<file path="src/rtl/circ_sweep_ctrl.sv">
// Exhaustive truth-table sequencer: drives every input vector, samples F after a settle window,
// and reports pass/fail, mismatch count and first failing vector. Define CIRC_SWEEP_GRAY_EN for Gray-code order.
module circ_sweep_ctrl #(
    parameter int unsigned            N_IN     = 4,
    parameter int unsigned            SETTLE   = 1,
    parameter logic [(1<<N_IN)-1:0]   EXP_MASK = 16'hF830
) (
    input  logic            clk,
    input  logic            rst_n,
    input  logic            start,
    input  logic            abort,
    input  logic            f_i,
    output logic [N_IN-1:0] vec_o,
    output logic            busy,
    output logic            done,
    output logic            pass,
    output logic [N_IN:0]   err_cnt,
    output logic            first_fail_vld,
    output logic [N_IN-1:0] first_fail_vec
);

    typedef enum logic [1:0] {S_IDLE, S_DRIVE, S_DONE} state_t;

    localparam logic [N_IN:0] LAST_STEP = (N_IN+1)'((1 << N_IN) - 1);
    localparam logic [3:0]    SETTLE_L  = 4'(SETTLE);

    state_t          r_state;
    logic [N_IN:0]   r_step;
    logic [3:0]      r_settle;
    logic [N_IN-1:0] r_vec;
    logic            r_busy;
    logic            r_done;
    logic            r_pass;
    logic [N_IN:0]   r_err;
    logic            r_ff_vld;
    logic [N_IN-1:0] r_ff_vec;

    logic            w_mis;
    logic [N_IN:0]   w_err_nxt;

    function automatic logic [N_IN-1:0] order(input logic [N_IN-1:0] s);
`ifdef CIRC_SWEEP_GRAY_EN
        order = s ^ (s >> 1);
`else
        order = s;
`endif
    endfunction

    assign w_mis     = f_i ^ EXP_MASK[r_vec];
    assign w_err_nxt = r_err + {{N_IN{1'b0}}, w_mis};

    always_ff @(posedge clk or negedge rst_n) begin
        if (!rst_n) begin
            r_state  <= S_IDLE;
            r_step   <= '0;
            r_settle <= '0;
            r_vec    <= '0;
            r_busy   <= 1'b0;
            r_done   <= 1'b0;
            r_pass   <= 1'b0;
            r_err    <= '0;
            r_ff_vld <= 1'b0;
            r_ff_vec <= '0;
        end else begin
            r_done <= 1'b0;
            case (r_state)
                S_IDLE: begin
                    if (start && !abort) begin
                        r_state  <= S_DRIVE;
                        r_busy   <= 1'b1;
                        r_step   <= '0;
                        r_settle <= '0;
                        r_vec    <= order('0);
                        r_err    <= '0;
                        r_ff_vld <= 1'b0;
                        r_ff_vec <= '0;
                        r_pass   <= 1'b0;
                    end
                end
                S_DRIVE: begin
                    if (abort) begin
                        r_state <= S_IDLE;
                        r_busy  <= 1'b0;
                        r_pass  <= 1'b0;
                        r_vec   <= '0;
                    end else if (r_settle == SETTLE_L) begin
                        r_err <= w_err_nxt;
                        if (w_mis && !r_ff_vld) begin
                            r_ff_vld <= 1'b1;
                            r_ff_vec <= r_vec;
                        end
                        if (r_step == LAST_STEP) begin
                            r_state <= S_DONE;
                            r_busy  <= 1'b0;
                            r_done  <= 1'b1;
                            r_pass  <= (w_err_nxt == '0);
                        end else begin
                            // low bits never wrap here: the last step exits to DONE instead
                            r_step   <= r_step + 1'b1;
                            r_settle <= '0;
                            r_vec    <= order(r_step[N_IN-1:0] + 1'b1);
                        end
                    end else begin
                        r_settle <= r_settle + 1'b1;
                    end
                end
                S_DONE: begin
                    r_state <= S_IDLE;
                    r_vec   <= '0;
                end
                default: r_state <= S_IDLE;
            endcase
        end
    end

    assign vec_o          = r_vec;
    assign busy           = r_busy;
    assign done           = r_done;
    assign pass           = r_pass;
    assign err_cnt        = r_err;
    assign first_fail_vld = r_ff_vld;
    assign first_fail_vec = r_ff_vec;

endmodule

</file>
<file path="config.mk">
export PLATFORM = sky130hd
export DESIGN_NAME = circ_sweep_ctrl
export DESIGN_NICKNAME = d
export VERILOG_FILES = /design/src/rtl/circ_sweep_ctrl.sv
export SDC_FILE = /design/constraint.sdc
export NUM_CORES = 1
export LEC_CHECK = 0
export BUFFER_PORTS_ARGS = -buffer_cell sky130_fd_sc_hd__buf_2
export CAP_MARGIN = 20
export CORE_ASPECT_RATIO = 1.1
export CORE_UTILIZATION = 55
export DETAILED_ROUTE_END_ITERATION = 10
export HOLD_SLACK_MARGIN = 0.06
export PLACE_DENSITY = 0.75
export SYNTH_ARGS = -nofsm -noshare
export SYNTH_HDL_FRONTEND = slang
export SYNTH_SLANG_ARGS = --single-unit
</file>
<file path="constraint.sdc">
create_clock -name clk -period 3.3 [get_ports clk]
set_clock_uncertainty 0.15 [all_clocks]
set_input_delay 0.495 -clock clk [delete_from_list [all_inputs] [get_ports clk]]
set_output_delay 0.495 -clock clk [all_outputs]
set_load 0.05 [all_outputs]
</file>
======== After elaboration in Yosys (flattened, before gate mapping) ========
Memories as Yosys holds them, arrays and structs flattened.
Index checks and enable logic that the tools add are counted.
word-level totals
  flip-flop bits (word level) ............. 28
  latch bits .............................. 0
  RAM bits ................................ 0
  memory bits (read-only) ................. 16
  output and inout bits ................... 17
  word-level logic and storage cells ...... 90
  memories ................................ 1
cells by class
  $add $sub $neg .......................... 4
  $mul .................................... 0
  divide/modulo/power cells ............... 0
  order comparisons ....................... 1
  eq/ne operators ......................... 13
  shift operators ......................... 0
  mux-type cells .......................... 45
  bitwise gates (word level) .............. 1
  reduce and logical (&&, ||, !) cells .... 15
memory list
  name              words  width  read ports  clocked after memory_dff  write ports  line  source
  (name not given)  16     1      1           0                         0            49    assign w_mis = f_i ^ EXP_MASK[r_vec];
operator list
  cell                 count
  $mux 4               10
  $mux 5               6
  $pmux 5 s2           2
  $mux 1               16
  $pmux 4 s2           2
  $reduce_and 4->1     4
  $ne 3x3->1 const B   4
  $pmux 4 s3           1
  $ne 2x2->1 const B   5
  $reduce_and 5->1     2
  $add 4x1->4 const B  2
  $mux 2               4
  $pmux 1 s2           3
  $add 5x1->5          1
  $add 5x1->5 const B  1
  $eq 5x4->1 const B   1
  $logic_not 5->1      1
  $lt 4x5->1 const B   1
  $eq 4x1->1 const B   1
  $pmux 2 s2           1
  $reduce_and 3->1     1
  $reduce_bool 3->1    1
  $eq 2x1->1 const B   1
  $eq 2x2->1 const B   1
  5 further kinds      7

======== Depth between registers and ports, before layout ========
  depth after elaboration ................. 9
  depth in mapped cells ................... 9
  depth with buffers taken out ............ 9

======== Least setup slack after synthesis ========
No wires, ideal clock.
  path type ............................... register to register
  from .................................... register r_vec[1], in the netlist vec_o[1]
  to ...................................... register r_pass, in the netlist pass
  data arrival time ....................... 2669 ps
  slack ................................... 414 ps
  stages on the path, launching flop included .. 9
  path buffers ............................ 0
  cells stage by stage .................... dfrtp_1 -> nor2b_1 -> o21a_1 -> or2_2 -> ha_1 -> ha_1 -> or4_1 -> nor4b_1 -> mux2_1
on the way
  cells in the longest elaborated chain, start to end .. 9
RTL lines
  element                       line  source
  from (decl)                   30    logic [N_IN-1:0] r_vec;
  from (signal assigned)        73    r_vec <= order('0);
  from (signal assigned)        101   r_vec <= order(r_step[N_IN-1:0] + 1'b1);
  $mem_v2 16x1                  --
  $mux 1 (not written as such)  49
  $xor 1x1->1                   49
  $add 5x1->5                   50    assign w_err_nxt = r_err + {{N_IN{1'b0}}, w_mis};
  $logic_not 5->1               96    r_pass <= (w_err_nxt == '0);
  $mux 1                        92    if (r_step == LAST_STEP) begin
  $mux 1                        86    end else if (r_settle == SETTLE_L) begin
  $mux 1                        81    if (abort) begin
  $pmux 1 s2                    66    case (r_state)
  to (signal assigned)          96
  to (decl)                     33    logic r_pass;
Every way passes these cells. The select of a mux whose other input is x is not followed.
A chain may end at the register's enable or synchronous reset.

======== Final worst setup path ========
Ends and elaborated chain as after synthesis.

==> impl_metrics.toml <==
[timing]
slew_viol_final = 0
setup_viol = 0
max_slew_margin = 0.561
period_needed_ns = 2.75
tightestPinTransition_ns = 0.652
max_freq_mhz = 364
grt_setup_unrepaired = "false"
worst_slack_ns = 0.553
fin_crit_sh = 0.832
tns_ns = 0
hold_viol = 0

[placement]
gp_congestion = 0.817
place_area_um2 = 1610
dpl.hpwl_um = 2250
dp_cells = 197
place_ws_ns = 0.580
portBuffers = 21

[logic_synthesis]
synth_flop_cell = "dfrtp_1"
yosysWarnings = 0
synthesis.area_um2 = 1480
ys_ff_latch = 28
async_flop_share = 1.00
synth_edf_count = 0
syn_area_per_cell_um2 = 9.91
synth_cell_type_count = 37
synth-seq-area-share = 0.475
syn_nets = 160
postSynthCellCount = 149

[global_routing]
grt_start_max_net_pins = 29
antenna_found_initial = 0
grt_pass1_wl_um = 5020
grt_overflow = 0
grt_pass1_vias = 1209
grt_usage = 0.227

[critical_path]
path_class = "reg2reg"
required_ns = 3.42
cp_common_cell = "ha_1"
worst_setup_path_start_kind = "flip-flop"
worstPathCellList = "nor2b_1 > o21a_1 > or2_2 > ha_1 > ha_1 > or4_1 > nor4b_1 > mux2_1"
slowest_stage = "or4_1"
worst-path-buf-inv = 0
max_stage_delay_ns = 0.50
crit_arrival_ns = 2.87
r2r_cells = 8
path_depth = 8
cp_max_fo = 4
cp-end-kind = "flip-flop"
critPathTopFamily = "simple AND/OR/NAND/NOR gates"

[power]
vdd_drop_max_v = 0.000260
p_int_uw = 473
pwr-share-comb = 0.203
power.switching_uw = 214
p_leak_uw = 0.000795
clockPowerShare = 0.245
power.share.sequential = 0.552
switching_share = 0.312
power_density_nw_per_um2 = 416

[floorplan]
core.rowCount = 19
die_w_um = 51.4
coreArea_um2 = 2520
dieArea_um2 = 2900
io_pins = 22
die_y_um = 56.3
start_util = 0.586

[run]
cap_violations = 0

[clocking]
clkLatencyLatePin_ns = 0.32
cts_hold_buf = 1
ctsResizeCount = 0
cts_root_buf = "clkbuf_4"
post_cts_buffers = 0
cts.sinks = 28
htreeDepth = 1
clk_pin_slew_ns = 0.15
tritoncts = "done"
cts_made_buffers = 3
clockBufferDepth = 2

[finish]
final_nets = 183
finalNonFillerCells = 202
design_area_um2 = 1650
diodes = 0
drive_gt1_frac = 0.187
syn_to_final_growth_pct = 11.9

[route]
routed_via_density = 5.93
ant_nets = 0
drc = 0
vias = 1197
drtIter0Drc = 27
wl_per_cell_um = 14.8
drt_wl_total_um = 3000
dr.pass1.iters = 4

[hold_path]
min_path_cells = 1
hold_path_class = "reg2reg"

[run_status]
status = "completed"
## placed cells by master (no fill, tap or decap), types with 2 or more instances in the layout
cell       instances
xnor2_1            2
o22ai_1            6
buf_2             21
o211ai_1           2
nand3b_1           2
or4_1              2
mux2i_1            3
or3b_1             2
nand2_1            8
ha_1               6
nor3_1             3
inv_1             10
xor2_1             3
nor2_1            16
o21ai_0           10
or2_2              2
o2bb2ai_1          3
dfrtp_1           28
and3_1             3
a22o_1             4
a21oi_1            7
clkbuf_4           3
nand3_1            4
nor4b_1            2
mux2_2             3
nor2b_1            2
## synthesized netlist by cell type, types with 2 or more instances
cell type  number  area (um^2)
mux2_2          3         33.8
or3b_1          2         17.5
clkbuf_1        4         15.0
nor4b_1         2         17.5
or4_1           2         15.0
a22o_1          4         35.0
or2_2           2         12.5
inv_1          10         37.5
nand3b_1        2         15.0
dfrtp_1        28          701
o2bb2ai_1       3         26.3
nor3_1          3         15.0
xnor2_1         2         17.5
nor2_1         16         60.1
o21ai_0        10         50.1
nand3_1         4         20.0
and3_1          3         18.8
ha_1            6         75.1
o211ai_1        2         15.0
xor2_1          3         26.3
o22ai_1         6         37.5
a21oi_1         7         35.0
nand2_1         8         30.0
nor2b_1         2         12.5
mux2i_1         3         30.0
## path summary, 6_finish.rpt
path	start	end	slack, ns
min reg2reg	pass	pass	0.35
max reg2reg	vec_o[1]	pass	0.55
min	pass	pass	0.35
max	vec_o[1]	pass	0.55
min in group asynchronous	rst_n	err_cnt[1]	0.55
max in group asynchronous	rst_n	busy	2.06
## registers in the layout, summed over array words and instances, names as in the netlist
name / cells
r_step: 5
first_fail_vld: 1
r_state: 2
err_cnt: 5
r_settle: 4
busy: 1
vec_o: 4
done: 1
pass: 1
first_fail_vec: 4
## power by group through the flow
stage          sequential, uW  combinational, uW  clock [uW]
2_1_floorplan             407               76.2           0
3_3_place_gp              384                133           0
3_5_place_dp              386                137           0
4_1_cts                   379                139         174
5_1_grt                   382                153         186
6_report                  379                139         168
## metal layers
layer	vias to the layer above	routed length (um)	track usage
met5	-	0	0
met4	0	47	0.0888
met3	6	67	0.0244
met2	26	1520	0.399
met1	574	1360	0.276
li1	591	-	-
## stage by stage
| step | hold WS (ns) | util | total power, uW |
|---|---|---|---|
| finish | 0.353 | 0.655 | 687 |
| global route | 0.393 | 0.655 | 721 |
| CTS | 0.365 | 0.655 | 693 |
| detailed placement | 0.329 | 0.637 | 523 |
| global placement | 0.319 | 0.637 | 517 |
| floorplan | 0.0494 | - | 483 |
## worst reg2reg max path: stages, from the launching register on
cell and delay, ns:
dfrtp_1 0.43, nor2b_1 0.15, o21a_1 0.22, or2_2 0.32, ha_1 0.20, ha_1 0.30, or4_1 0.50, nor4b_1 0.27
mux2_1 0.17
## logic make-up (layout without fill, tap and decap cells)
family	count (synthesis)	count (layout)	synth area share
mux	7	7	0.0508
buf+inv	14	36	0.0356
flops	28	28	0.475
fa+ha+maj	6	6	0.0508
simple gates	50	50	0.181
compound gates	39	39	0.178
xor+xnor	5	5	0.0297
## layout make-up
type / instances / area [um^2]
clock buffer: 4 / 36.3
tap: 31 / 38.8
inverter: 10 / 37.5
sequential: 28 / 701
timing repair buffer: 22 / 115
multi-input combinational: 107 / 723
fill: 206 / 868
(Power assumes the default switching activity.)
